--- config.mk ---
export PLATFORM = sky130hd
export DESIGN_NAME = storage_request_adapter
export DESIGN_NICKNAME = d
export VERILOG_FILES = /design/src/rtl/storage_pkg.sv /design/src/rtl/storage_req_fifo.sv /design/src/rtl/storage_request_adapter.sv
export SDC_FILE = /design/constraint.sdc
export NUM_CORES = 1
export LEC_CHECK = 0
export BUFFER_PORTS_ARGS = -buffer_cell sky130_fd_sc_hd__buf_2
export CORE_MARGIN = 2
export CORE_UTILIZATION = 60
export CTS_BUF_LIST = sky130_fd_sc_hd__clkbuf_4 sky130_fd_sc_hd__clkbuf_8
export DETAILED_ROUTE_END_ITERATION = 10
export HOLD_SLACK_MARGIN = 0.06
export PLACE_DENSITY = 0.95
export SETUP_SLACK_MARGIN = 0.02
export SLEW_MARGIN = 20
export SYNTH_ARGS = -nofsm -noshare
export SYNTH_HDL_FRONTEND = slang
export SYNTH_HIERARCHICAL = 1
export SYNTH_SLANG_ARGS = --single-unit
--- constraint.sdc ---
create_clock -name clk -period 6.4 [get_ports clk]
set_input_delay 0.96 -clock clk [delete_from_list [all_inputs] [get_ports clk]]
set_output_delay 0.96 -clock clk [all_outputs]
set_load 0.01 [all_outputs]
--- src/rtl/storage_pkg.sv ---
// storage_pkg: shared request type, FSM states and address-map constants for the storage adapter
package storage_pkg;
    localparam int          STORAGE_MEM_W = 32;
    localparam int          STORAGE_BE_W  = STORAGE_MEM_W / 8;
    localparam logic [31:0] SRAM_LIMIT    = 32'h0000_0FFF;

    typedef enum logic [1:0] {IDLE, BUSY, GAP, DRAIN} adapter_state_e;

    typedef struct packed {
        logic                     we;
        logic [STORAGE_BE_W-1:0]  be;
        logic [31:0]              addr;
        logic [STORAGE_MEM_W-1:0] wdata;
    } storage_req_t;
endpackage

--- src/rtl/storage_req_fifo.sv ---
// storage_req_fifo: synchronous request FIFO with wrap-bit pointers for full/empty detection
module storage_req_fifo
    import storage_pkg::*;
#(
    parameter int DEPTH = 2
) (
    input  logic         clk,
    input  logic         rst,
    input  logic         push,
    input  logic         pop,
    input  storage_req_t push_data,
    output storage_req_t head,
    output logic         full,
    output logic         empty
);
    localparam int AW = $clog2(DEPTH);
    localparam int PW = AW + 1;

    storage_req_t  mem_q [DEPTH];
    logic [PW-1:0] wr_ptr_q, wr_ptr_d, rd_ptr_q, rd_ptr_d;

    // pointers advance by one per push/pop; the extra bit tells full from empty
    always_comb begin
        wr_ptr_d = wr_ptr_q + PW'(push);
        rd_ptr_d = rd_ptr_q + PW'(pop);
    end

    // pointer registers
    always_ff @(posedge clk) begin
        if (rst) begin
            wr_ptr_q <= '0;
            rd_ptr_q <= '0;
        end else begin
            wr_ptr_q <= wr_ptr_d;
            rd_ptr_q <= rd_ptr_d;
        end
    end

    // entry storage, contents are don't-care until written
    always_ff @(posedge clk) begin
        if (push) mem_q[wr_ptr_q[AW-1:0]] <= push_data;
    end

    assign head  = mem_q[rd_ptr_q[AW-1:0]];
    assign empty = wr_ptr_q == rd_ptr_q;
    assign full  = wr_ptr_q[AW-1:0] == rd_ptr_q[AW-1:0] && wr_ptr_q[AW] != rd_ptr_q[AW];
endmodule

--- src/rtl/storage_request_adapter.sv ---
// storage_request_adapter: queues core requests and issues them one at a time to the storage controller
// Define STORAGE_ADAPTER_TIMEOUT_EN to error out accesses stuck in BUSY for TIMEOUT_CYCLES.
module storage_request_adapter
    import storage_pkg::*;
#(
    parameter int MEM_W          = STORAGE_MEM_W,
    parameter int REQ_DEPTH      = 2,
    parameter int TIMEOUT_CYCLES = 1024
) (
    input  logic               clk,
    input  logic               rst,
    input  logic               prog_mode,
    input  logic               core_req,
    output logic               core_gnt,
    input  logic               core_we,
    input  logic [MEM_W/8-1:0] core_be,
    input  logic [31:0]        core_addr,
    input  logic [MEM_W-1:0]   core_wdata,
    output logic               core_rvalid,
    output logic [MEM_W-1:0]   core_rdata,
    output logic               core_err,
    output logic               memory_access,
    output logic               memory_is_writing,
    output logic [31:0]        addr,
    output logic [31:0]        d_in,
    output logic [MEM_W/8-1:0] mem_be,
    input  logic [31:0]        d_out,
    input  logic               out_valid
);
    storage_req_t       push_req, head;
    adapter_state_e     state_q, state_d;
    logic               full, empty, pop, misaligned, start, done, timeout;
    logic               rvalid_q, rvalid_d, err_q, err_d, ma_q, ma_d, we_q, we_d;
    logic [MEM_W-1:0]   rdata_q, rdata_d;
    logic [31:0]        addr_q, addr_d, din_q, din_d;
    logic [MEM_W/8-1:0] be_q, be_d;

    assign core_gnt   = !full && !prog_mode;
    assign push_req   = '{we: core_we, be: core_be, addr: core_addr, wdata: core_wdata};
    assign pop        = state_q == IDLE && !empty && !prog_mode;
    assign misaligned = head.addr[1:0] != 2'b00;
    assign start      = pop && !misaligned;
    assign done       = state_q == BUSY && out_valid;

    storage_req_fifo #(.DEPTH(REQ_DEPTH)) u_fifo (
        .clk      (clk),
        .rst      (rst),
        .push     (core_req && core_gnt),
        .pop      (pop),
        .push_data(push_req),
        .head     (head),
        .full     (full),
        .empty    (empty)
    );

`ifdef STORAGE_ADAPTER_TIMEOUT_EN
    localparam int CNT_W = $clog2(TIMEOUT_CYCLES + 1);
    logic [CNT_W-1:0] cnt_q, cnt_d;

    // counts BUSY cycles of the current access, cleared when it is issued
    always_comb cnt_d = start ? '0 : state_q == BUSY ? cnt_q + CNT_W'(1) : cnt_q;

    // timeout counter register
    always_ff @(posedge clk) cnt_q <= rst ? '0 : cnt_d;

    assign timeout = state_q == BUSY && !out_valid && cnt_q == CNT_W'(TIMEOUT_CYCLES - 1);
`else
    assign timeout = 1'b0;
`endif

    // state register
    always_ff @(posedge clk) state_q <= rst ? IDLE : state_d;

    // next state; GAP forces one idle cycle between accesses, DRAIN absorbs a timed-out access
    always_comb begin
        state_d = state_q;
        case (state_q)
            IDLE:    state_d = start ? BUSY : IDLE;
            BUSY:    state_d = out_valid ? GAP : timeout ? DRAIN : BUSY;
            GAP:     state_d = IDLE;
            default: state_d = out_valid ? GAP : DRAIN;
        endcase
    end

    // response pulse and storage-port values; storage outputs only change on issue
    always_comb begin
        rvalid_d = (pop && misaligned) || done || timeout;
        err_d    = (pop && misaligned) || timeout;
        rdata_d  = done && !we_q ? MEM_W'(d_out) : '0;
        ma_d     = start ? 1'b1 : (done || (state_q == DRAIN && out_valid)) ? 1'b0 : ma_q;
        we_d     = start ? head.we : we_q;
        addr_d   = start ? head.addr : addr_q;
        din_d    = start ? head.wdata : din_q;
        be_d     = start ? head.be : be_q;
    end

    // output registers
    always_ff @(posedge clk) begin
        if (rst) begin
            rvalid_q <= 1'b0;
            err_q    <= 1'b0;
            rdata_q  <= '0;
            ma_q     <= 1'b0;
            we_q     <= 1'b0;
            addr_q   <= '0;
            din_q    <= '0;
            be_q     <= '0;
        end else begin
            rvalid_q <= rvalid_d;
            err_q    <= err_d;
            rdata_q  <= rdata_d;
            ma_q     <= ma_d;
            we_q     <= we_d;
            addr_q   <= addr_d;
            din_q    <= din_d;
            be_q     <= be_d;
        end
    end

    assign core_rvalid       = rvalid_q;
    assign core_err          = err_q;
    assign core_rdata        = rdata_q;
    assign memory_access     = ma_q;
    assign memory_is_writing = we_q;
    assign addr              = addr_q;
    assign d_in              = din_q;
    assign mem_be            = be_q;
endmodule
### After elaboration in Yosys (flattened, before gate mapping)

Memories as Yosys holds them, arrays and structs flattened. A register that Yosys moved wholly into a read port is not among the register bits.
Index checks and enable logic that the tools add are counted.

| cells by class | value |
|---|---|
| mux-type cells | 9 |
| equal/unequal tests | 6 |
| reductions and logical operators | 21 |
| bitwise operators | 1 |
| add/subtract/negate cells | 2 |

Operator list:

| cell | number |
|---|---|
| 1-bit logical AND | 10 |
| 1-bit two-way mux | 7 |
| 2-bit case mux with 3 select lines | 1 |
| 1-bit zero test | 5 |
| 2-bit by 1-bit adder with 2-bit output | 2 |
| 2-bit equality test, second input constant | 2 |
| 2-bit nonzero test | 2 |
| 2-bit by 1-bit equality test with 1-bit output, second input constant | 1 |
| 2-bit equality test | 1 |
| 2-bit zero test | 1 |
| 1-bit logical OR | 2 |
| 2-bit two-way mux | 1 |
| 2-bit OR reduction | 1 |
| 1-bit equality test | 1 |
| 1-bit inequality test | 1 |
| 1-bit inverter | 1 |

| word-level totals | value |
|---|---|
| output and inout port bits | 105 |
| memories kept | 1 |
| RAM bits | 138 |
| flip-flop bits (word level) | 110 |
| bits of input ports | 106 |

Memory list:

| memory | depth | width | read ports | clocked after memory_dff | wr ports | line | source |
|---|---|---|---|---|---|---|---|
| u_fifo.mem_q | 2 | 69 | 1 | 1 | 1 | storage_req_fifo.sv:19 | `storage_req_t mem_q [DEPTH];` |

### Longest topological paths before layout

Gate-level depths: netlist (run 1).

| logic depth | value |
|---|---|
| depth after elaboration | 7 |
| depth in mapped cells | 9 |

### Cells and area by module

The synthesis (run 1) kept the hierarchy.

Modules (own cells, without submodules):

| module | area an instance (um^2) | cells each | instances |
|---|---|---|---|
| storage_req_fifo | 5457.7 | 233 | 1 |
| storage_request_adapter | 3946.3 | 398 | 1 |

### Worst setup path before layout (run 1)

Ideal clock, no wire load.

| timing path | value |
|---|---|
| kind | input to register |
| start point | input prog_mode |
| end point | memory u_fifo/mem_q[1][0] (netlist bit), enable pin |
| slack | 2.907 ns |
| stages | 3 |
| buffers on the path | 0 |
| arrival time | 3.056 ns |
| required time | 5.964 ns |
| library setup time | 0.436 ns |
| path through | nor2_1 > and2_1 > ha_1 |

| on the way | value |
|---|---|
| longest elaborated chain between the ends | 5 |

Ends and longest elaborated chain:

| item | line | source |
|---|---|---|
| start: declaration | storage_request_adapter.sv:12 | `input logic prog_mode,` |
| 1-bit zero test | storage_request_adapter.sv:38 | `assign core_gnt = !full && !prog_mode;` |
| 1-bit logical AND | storage_request_adapter.sv:38 |  |
| 1-bit logical AND | storage_request_adapter.sv:48 | `.push (core_req && core_gnt),` |
| 1-bit two-way mux | storage_req_fifo.sv:41 | `if (push) mem_q[wr_ptr_q[AW-1:0]] <= push_data;` |
| 1-bit two-way mux (not written as such) | storage_req_fifo.sv:41 |  |
| end: declaration | storage_req_fifo.sv:19 |  |

No other way between the ends.

### Final worst setup path (run 1)

| timing path | value |
|---|---|
| start point | register u_fifo.rd_ptr_q[0] |
| end point | register din_q[16], in the netlist d_in[16] |

| on the way | value |
|---|---|
| longest elaborated chain between the ends | 5 |

Ends and longest elaborated chain:

| item | line | source |
|---|---|---|
| start: declaration | storage_req_fifo.sv:20 | `logic [PW-1:0] wr_ptr_q, wr_ptr_d, rd_ptr_q, rd_ptr_d;` |
| start signal: assignment | storage_req_fifo.sv:35 | `rd_ptr_q <= rd_ptr_d;` |
| 2-bit equality test | storage_req_fifo.sv:45 | `assign empty = wr_ptr_q == rd_ptr_q;` |
| via empty | storage_request_adapter.sv:32 | `logic full, empty, pop, misaligned, start, done, timeout;` |
| 1-bit zero test | storage_request_adapter.sv:40 | `assign pop = state_q == IDLE && !empty && !prog_mode;` |
| 1-bit logical AND (2 in series) | storage_request_adapter.sv:40 |  |
| 1-bit logical AND | storage_request_adapter.sv:42 | `assign start = pop && !misaligned;` |
| end signal: assignment | storage_request_adapter.sv:115 | `din_q <= din_d;` |
| end: declaration | storage_request_adapter.sv:35 | `logic [31:0] addr_q, addr_d, din_q, din_d;` |

The timed path passes the listed nets, and every way through them passes these cells.
A chain may end at the register's enable or synchronous reset.

==> results of run 1 <==
[routing by layer]
layer  global-route usage, %  part of all wire [%]  vias to the layer above
li1                        -                     -                     2724
met1                    24.4                    38                     2719
met2                    38.7                    51                      257
met3                    6.07                   8.3                       41
met4                    9.72                   3.0                        0
met5                       0                     0                        -
[final timing paths]
path,to,slack [ns],cells past startpoint,from
hold reg to reg,memory_access,0.46,2,memory_access
setup reg to reg,d_in[16],3.24,6,u_fifo/rd_ptr_q[0]
setup / recovery,d_in[16],3.24,6,u_fifo/rd_ptr_q[0]
hold / removal,memory_access,0.46,2,memory_access
[area by class of cell]
type                    count  area [µm²]  area share, %
diodes                      1        2.50         0.0221
clock buffers              55         663           5.87
clock inverters            15         101          0.896
inverters                   1        3.75         0.0332
multi-input cells         335        2850           25.2
flip-flops and latches    248        6350           56.2
well taps                 211         264           2.34
repair buffers            213        1080           9.52
[worst max-delay path, cell delays in order, from the launching register on]
cell     delay (ns)
dfxtp_4        0.74
xor2_1         0.23
nor2_1         0.09
nor4_4         0.23
buf_4          0.66
and2_4         0.73
o21ai_0        0.26
[layout by cell type, fill, tap and decap left out, types with 4 or more instances in the layout]
| cell type | instances |
|---|---|
| clkinv_2 | 5 |
| clkbuf_4 | 15 |
| clkinv_1 | 6 |
| o21ai_1 | 8 |
| nand2b_1 | 68 |
| edfxtp_1 | 138 |
| buf_2 | 209 |
| buf_4 | 4 |
| o21ai_0 | 60 |
| nand4b_1 | 67 |
| dfxtp_1 | 109 |
| clkbuf_8 | 40 |
| mux2_4 | 69 |
| nor2_1 | 7 |
| and2_1 | 33 |
[power groups by stage]
stage | clock network, mW | registers, mW | logic [mW]
after global placement | 0 | 1.83 | 0.388
after floorplan | 0 | 1.82 | 0.315
after detailed placement | 0 | 1.83 | 0.398
after global routing | 1.39 | 1.81 | 0.428
after CTS | 1.31 | 1.80 | 0.399
final | 1.28 | 1.80 | 0.399
[flip-flops by register name, indices dropped and copies added (netlist names), 2 cells and up]
signal / count
u_fifo/rd_ptr_q: 2
u_fifo/wr_ptr_q: 2
state_q: 2
addr: 32
mem_be: 4
u_fifo/mem_q: 138
d_in: 32
core_rdata: 32
[through the flow]
stage	hold WS (ns)	util [%]	std cells	setup slack (ns)	cell area (µm²)
2_1_floorplan	0.481	-	631	2.91	9400
3_3_place_gp	0.446	69.0	1008	3.05	10500
3_5_place_dp	0.454	69.0	1008	2.89	10500
4_1_cts	0.464	74.0	1078	2.83	11300
5_1_grt	0.482	74.1	1078	3.05	11300
6_report	0.460	74.1	1079	3.24	11300
[cell families (layout without fill, tap and decap cells)]
group	after synthesis	after routing
mux	69	69
simple gates	188	188
other cells	0	1
xor+xnor	4	4
buf+inv	48	284
flops	248	248
compound gates	71	71
fa+ha+maj	3	3
==> reports/metrics.yaml, run 1 <==
detailed_routing:
  ant_nets: 0
  wirelength_um: 18500
  remaining_drc_errors: 0
  viasPerCell: 5.32
  drtIter0Drc: 391
  dr.pass1.iters: 4
  vias: 5741
  wire_per_inst_um: 17.2
clock_tree:
  cts_buffer_depth: 3
  post-cts-setup-buffers: 0
  clk_pin_slew_ns: 0.06
  cts-resized-gates: 0
  cts-root-buf: "clkbuf_8"
  holdBufCountCts: 0
  htreeDepth: 2
  cts_tree: "done"
  clock_latency_ns: 0.52
  clock-sinks: 248
  cts_buffers: 38
floorplanning:
  pin_count: 211
  start_util_pct: 61.6
  coreArea_mm2: 0.0153
  die_h_um: 129
  dieWidth_um: 129
  rows: 45
  die_area_mm2: 0.0167
sta:
  fin_skew_ns: 0.0163
  finalSetupTns_ns: 0
  finalHoldViolCount: 0
  layout_min_cycle_time_ns: 3.16
  slew_viol_final: 0
  period_share_pct: 49.3
  finalSetupViolCount: 0
  max_slew_margin_pct: 28.3
  tightestPinTransition_ns: 1.08
  rsz0062_at_grt: "no"
  timing.fmax_mhz: 317
pwr:
  switchingPower_mw: 0.812
  internal_power_mw: 2.67
  power.share.combinational_pct: 11.5
  p_leak_nw: 4.50
  p_sw_share_pct: 23.4
  powerDensity_mw_per_mm2: 308
  pwr-share-seq_pct: 51.8
  p_total_mw: 3.48
  power_frac_clock_pct: 36.8
  peakVddDrop_mv: 0.198
synthesis:
  yosys-top-cells-count: "138 x edfxtp_1, 110 x dfxtp_1, 69 x mux2_4"
  synthMuxAreaShare_pct: 11.0
  ys.flop_type: "edfxtp_1"
  synth_top_family_by_area: "simple AND/OR/NAND/NOR gates"
  synth_simple_gate_area_share_pct: 14.2
  async_reset_ff_share_pct: 0
  yosysSeqAreaShare_pct: 67.5
  yosys.area.top_type: "edfxtp_1"
  synth_compound_area_share_pct: 3.78
  netlist.area_leader.share_pct: 44.1
  synth_edf_count: 138
  synth.ff_latch_count: 248
  synth_cells: 631
  yosysMostFrequentCell: "edfxtp_1"
  synthTopCellsByArea: "edfxtp_1 44%, dfxtp_1 23%, mux2_4 11%, nand4b_1 6.2%, nand2b_1 4.5%"
  synth_cell_types: 26
  syn_area_mm2: 0.00940
  synth.avg_cell_area_um2: 14.9
  synth_fa_ha_area_share_pct: 0.399
  synth_xor_area_share_pct: 0.373
  ys_warn_count: 6
  synth_fp_nets: 740
global_route:
  gr-usage-all-layers_pct: 21.8
  grt_max_degree: 147
  grt_pass1_wl_um: 28000
  antenna_found_initial: 0
  grt_pass1_vias: 5556
  grt_overflow: 0
layout:
  syn_to_final_growth_pct: 20.2
  n_fill_cell: 948
  drive_gt1_share_pct: 40.7
  nets: 946
worst_setup_path:
  cp-start-kind: "flop"
  arrival_ns: 3.50
  critPathMaxFanout: 71
  critical_path_class: "flop to flop"
  cp.required_ns: 6.75
  end_kind: "flop"
placement:
  dp_hpwl_um: 11500
  numPortBuffers: 210
  gp_congestion: 0.782
flow_run:
  cap_violations: 0
outcome:
  status: "complete, no violations"
hold_path:
  hold_path.class: "flop to flop"
Power figures use the tool's default switching activity.
==> inputs of run 2 (changes only) <==
CORE_UTILIZATION = 50   (was 60)
PLACE_DENSITY = 0.88   (was 0.95)
clock period = 2.8 ns   (was 6.4 ns; I/O delays follow)
==> run 2 against run 1 <==
Compared with the run above:
- sequential share of layout area fell by 0.94 points
- largest cell class unchanged
- final area rose by 1.7%
- largest power group unchanged
- non-clock buffer count is 11 higher
- via count up 0.23%
- critical endpoint is now u_fifo/rd_ptr_q[0]
==> reports/metrics.yaml, run 2 (synthesis gave the netlist of run 1 again) <==
outcome:
  status: "complete, no violations"
detailed_routing:
  ant_nets: 0
  drtIter0Drc: 233
  vias: 5754
  viasPerCell: 5.15
  wirelength_um: 18800
  wire_per_inst_um: 16.8
  dr.pass1.iters: 4
  remaining_drc_errors: 0
placement:
  dp_hpwl_um: 11900
  numPortBuffers: 210
  place_area_mm2: 0.0107
  dp.cells: 1041
  gp_congestion: 0.766
layout:
  nets: 959
  final-instance-count-excl-fill: 1118
  final_common_cell: "buf_2"
  largest_reg_flops: 138
  syn_to_final_growth_pct: 22.3
  fin_area_mm2: 0.0115
  final_cell_mix: "209 x buf_2, 138 x edfxtp_1, 109 x dfxtp_1"
  drive_gt1_share_pct: 41.7
  n_fill_cell: 1389
sta:
  hold_slack_ns: 0.103
  tightestPinTransition_ns: 0.791
  period_share_pct: 78.5
  max_slew_margin_pct: 47.3
  finalSetupTns_ns: 0
  finalHoldViolCount: 0
  slew_viol_final: 0
  rsz0062_at_grt: "no"
  finalSetupViolCount: 0
  fin_skew_ns: 0.0174
  layout_min_cycle_time_ns: 2.20
  timing.fmax_mhz: 455
global_route:
  grt_overflow: 0
  grt_pass1_wl_um: 29500
  antenna_found_initial: 4
  grt_pass1_vias: 5903
  gr-usage-all-layers_pct: 18.8
  grt_max_degree: 77
worst_setup_path:
  end_kind: "flop"
  arrival_ns: 2.56
  critPathMaxFanout: 70
  critical_path_class: "flop to flop"
  cp-start-kind: "flop"
  cp.required_ns: 3.16
pwr:
  p_leak_nw: 4.60
  powerDensity_mw_per_mm2: 706
  peakVddDrop_mv: 0.387
  p_total_mw: 8.12
floorplanning:
  pin_count: 211
  die_h_um: 141
  dieWidth_um: 141
  die_area_mm2: 0.0199
  start_util_pct: 50.6
  rows: 50
  coreArea_mm2: 0.0186
clock_tree:
  clk_pin_slew_ns: 0.06
  clock-sinks: 248
  cts_buffer_depth: 3
  htreeDepth: 2
  cts_buffers: 40
  clock_latency_ns: 0.50
  cts_tree: "done"
  post-cts-setup-buffers: 0
  cts-root-buf: "clkbuf_8"
hold_path:
  hold_path.class: "input port to flop"
flow_run:
  cap_violations: 0
run 2: changes by cell type in the layout (fill, tap and decap cells not counted), sizes merged:
cell,previous run,this run
buf,213,223
clkinv,11,14
diode,1,4
clkbuf,55,56
clkinvlp,2,1
dlygate4sd3,0,1
inv,2,1
run 2: per-stage QoR:
step / setup WS (ns) / utilization, %
final: 0.603 / 61.9
after global placement: 0.653 / 57.4
after detailed placement: 0.626 / 57.4
after global routing: 0.444 / 61.9
after CTS: 0.580 / 61.8
after floorplan: 0.171 / -
run 2: layout make-up:
cell class              count  area [µm²]  share of cell area (%)
diodes                      4        10.0                  0.0871
clock buffers              56         714                    6.21
clock inverters            16         103                   0.892
inverters                   1        3.75                  0.0326
multi-input cells         335        2840                    24.7
flip-flops and latches    248        6350                    55.2
well taps                 234         293                    2.55
repair buffers            224        1190                    10.3
run 2: layer usage:
layer  routed length, µm  track usage, %  vias up
met5                   0               0        -
met4                 438            7.47        0
met3                1650            7.03       31
met2                9430            32.3      225
met1                7310            21.4     2749
li1                    -               -     2749
run 2: worst paths after layout:
path | from | endpoint | slack, ns | cells after the start
max | u_fifo/wr_ptr_q[0] | u_fifo/rd_ptr_q[0] | 0.60 | 6
min reg2reg | addr[26] | addr[26] | 0.47 | 2
max reg2reg | u_fifo/wr_ptr_q[0] | u_fifo/rd_ptr_q[0] | 0.60 | 6
min | core_wdata[12] | u_fifo/mem_q[0][12] | 0.10 | 1
run 2: what timing repair did:
action / CTS / global route
hold buffers: 1 / 0
resized for setup: 0 / 0
hold endpoints to repair: 1 / 0
run 2: power by group:
part           switching [mW]  leakage [nW]  internal (mW)  total [mW]
clock                    1.33         0.439           1.75        3.08
sequential             0.0578          2.15           4.00        4.06
combinational           0.507          2.01          0.474       0.981
total                    1.90          4.60           6.22        8.12
run 2: worst max-delay path, stage by stage, from the launching register on:
cell and delay, ns:
dfxtp_1 0.40, xor2_1 0.19, nor2_1 0.09, nor4_4 0.22, buf_4 0.67, ha_1 0.35
nor2b_1 0.12
==> inputs of run 3 (changes only) <==
CORE_UTILIZATION = 56   (was 50)
PLACE_DENSITY = 0.92   (was 0.88)
clock period = 2.2 ns   (was 2.8 ns; I/O delays follow)
==> run 3 against run 2 <==
Compared with the run above:
- maximum frequency is 6.2% higher
- sequential power up 27%
- setup slack worse by 0.47 ns
- non-clock buffer count rose by 105
- combinational power up 51%
- hold slack better by 0.044 ns
- critical path depth stayed put
- die area is 10% lower
- clock skew is 0.015 ns higher
- register-to-register slack lost 0.47 ns
- critical endpoint unchanged
- largest power group unchanged
==> reports/metrics.yaml, run 3 (synthesis gave the netlist of run 1 again) <==
placement:
  pre_cts_ws_ns: 0.228
  dp.cells: 1032
  gp_congestion: 0.801
  dp_hpwl_um: 12800
  numPortBuffers: 210
  place_area_mm2: 0.0107
pwr:
  pwr-share-seq_pct: 48.6
  internal_power_mw: 8.08
  p_total_mw: 10.7
  powerDensity_mw_per_mm2: 848
  p_sw_share_pct: 24.1
  power.share.combinational_pct: 13.9
  power_frac_clock_pct: 37.6
  switchingPower_mw: 2.57
  peakVddDrop_mv: 0.556
  p_leak_nw: 5.06
detailed_routing:
  wirelength_um: 23000
  dr.pass1.iters: 5
  ant_nets: 0
  wire_per_inst_um: 19.0
  vias: 6394
  remaining_drc_errors: 0
  drtIter0Drc: 331
  viasPerCell: 5.29
sta:
  hold_slack_ns: 0.147
  fin_skew_ns: 0.0325
  finalHoldViolCount: 0
  finalSetupTns_ns: 0
  timing.final.ws_setup_ns: 0.131
  layout_min_cycle_time_ns: 2.07
  rsz0062_at_grt: "no"
  period_share_pct: 94.0
  timing.fmax_mhz: 483
  tightestPinTransition_ns: 0.541
  slew_viol_final: 0
  finalSetupViolCount: 0
  max_slew_margin_pct: 64.0
worst_setup_path:
  cp-start-kind: "flop"
  reg2reg_depth: 6
  ff2ff_setup_slack_ns: 0.13
  cp.required_ns: 2.61
  end_kind: "flop"
  reg2reg_to: "u_fifo/rd_ptr_q[0]"
  reg2reg_from: "u_fifo/wr_ptr_q[0]"
  critical_path_class: "flop to flop"
  arrival_ns: 2.47
  critPathMaxFanout: 31
layout:
  final_common_cell: "buf_2"
  final-instance-count-excl-fill: 1208
  largest_reg_flops: 138
  drive_gt1_share_pct: 38.1
  nets: 1064
  syn_to_final_growth_pct: 33.5
  utilization_pct: 76.0
  final_cell_mix: "209 x buf_2, 138 x edfxtp_1, 109 x dfxtp_1"
  fin_area_mm2: 0.0126
outcome:
  status: "complete, no violations"
global_route:
  grt_max_degree: 58
  grt_overflow: 0
  antenna_found_initial: 2
  gr-usage-all-layers_pct: 26.0
  grt_pass1_vias: 6784
  grt_pass1_wl_um: 35900
floorplanning:
  dieWidth_um: 134
  die_area_mm2: 0.0178
  pin_count: 211
  die_h_um: 134
  coreArea_mm2: 0.0165
  start_util_pct: 56.9
  rows: 47
clock_tree:
  clock_latency_ns: 0.53
  cts_buffer_depth: 3
  cts_buffers: 40
  clock-sinks: 248
  cts-root-buf: "clkbuf_8"
  clk_pin_slew_ns: 0.06
  cts_tree: "done"
  htreeDepth: 2
flow_run:
  cap_violations: 0
hold_path:
  hold_start: "out_valid"
  hold_path_depth: 3
  hold-path-endpoint: "state_q[1]"
  hold_path.class: "input port to flop"
==> run 3: final cells by class <==
class / instances / area (µm²)
tap: 220 / 275
sequential: 248 / 6350
antenna: 2 / 5.00
clock buffer: 61 / 727
multi-input combinational: 335 / 2840
inverter: 1 / 3.75
clock inverter: 12 / 88.8
fill: 945 / 3970
timing repair buffer: 329 / 2260
==> run 3: worst max-delay path by stage <==
stage / to / from / cells after the start
floorplan: u_fifo/mem_q[1][0] / u_fifo/rd_ptr_q[0] / 7
global placement: d_in[24] / u_fifo/rd_ptr_q[0] / 6
detailed placement: u_fifo/rd_ptr_q[0] / u_fifo/wr_ptr_q[0] / 6
CTS: u_fifo/rd_ptr_q[0] / u_fifo/wr_ptr_q[0] / 6
global route: u_fifo/rd_ptr_q[1] / u_fifo/wr_ptr_q[0] / 7
finish: u_fifo/rd_ptr_q[0] / u_fifo/wr_ptr_q[0] / 6
==> run 3: what timing repair did <==
| item | CTS | global route |
|---|---|---|
| buffers inserted | 0 | 0 |
| endpoints found under the setup margin | 0 | 0 |
| hold buffers | 101 | 0 |
| resized for setup | 0 | 0 |
| endpoints found under the hold margin | 170 | 0 |
==> run 3: layer usage <==
| metal | vias up | routed length, µm | share of wire (%) | GRT usage [%] |
|---|---|---|---|---|
| li1 | 2960 | - | - | - |
| met1 | 3078 | 8260 | 36 | 28.8 |
| met2 | 292 | 12100 | 53 | 47.0 |
| met3 | 64 | 1700 | 7.4 | 6.05 |
| met4 | 0 | 939 | 4.1 | 12.5 |
| met5 | - | 0 | 0 | 0 |
==> run 3: worst max-delay path, stage by stage, from the launching register on <==
cell	delay [ns]
dfxtp_1	0.42
xor2_1	0.26
nor2_1	0.13
nor4_4	0.31
buf_4	0.40
ha_1	0.29
nor2b_1	0.12
==> run 3: power groups by stage <==
stage / Clock [mW] / Sequential [mW] / Combinational, mW
floorplan: 0 / 5.27 / 0.925
global placement: 0 / 5.25 / 1.27
detailed placement: 0 / 5.27 / 1.30
CTS: 4.04 / 5.17 / 1.45
global route: 4.30 / 5.18 / 1.57
finish: 4.00 / 5.17 / 1.48
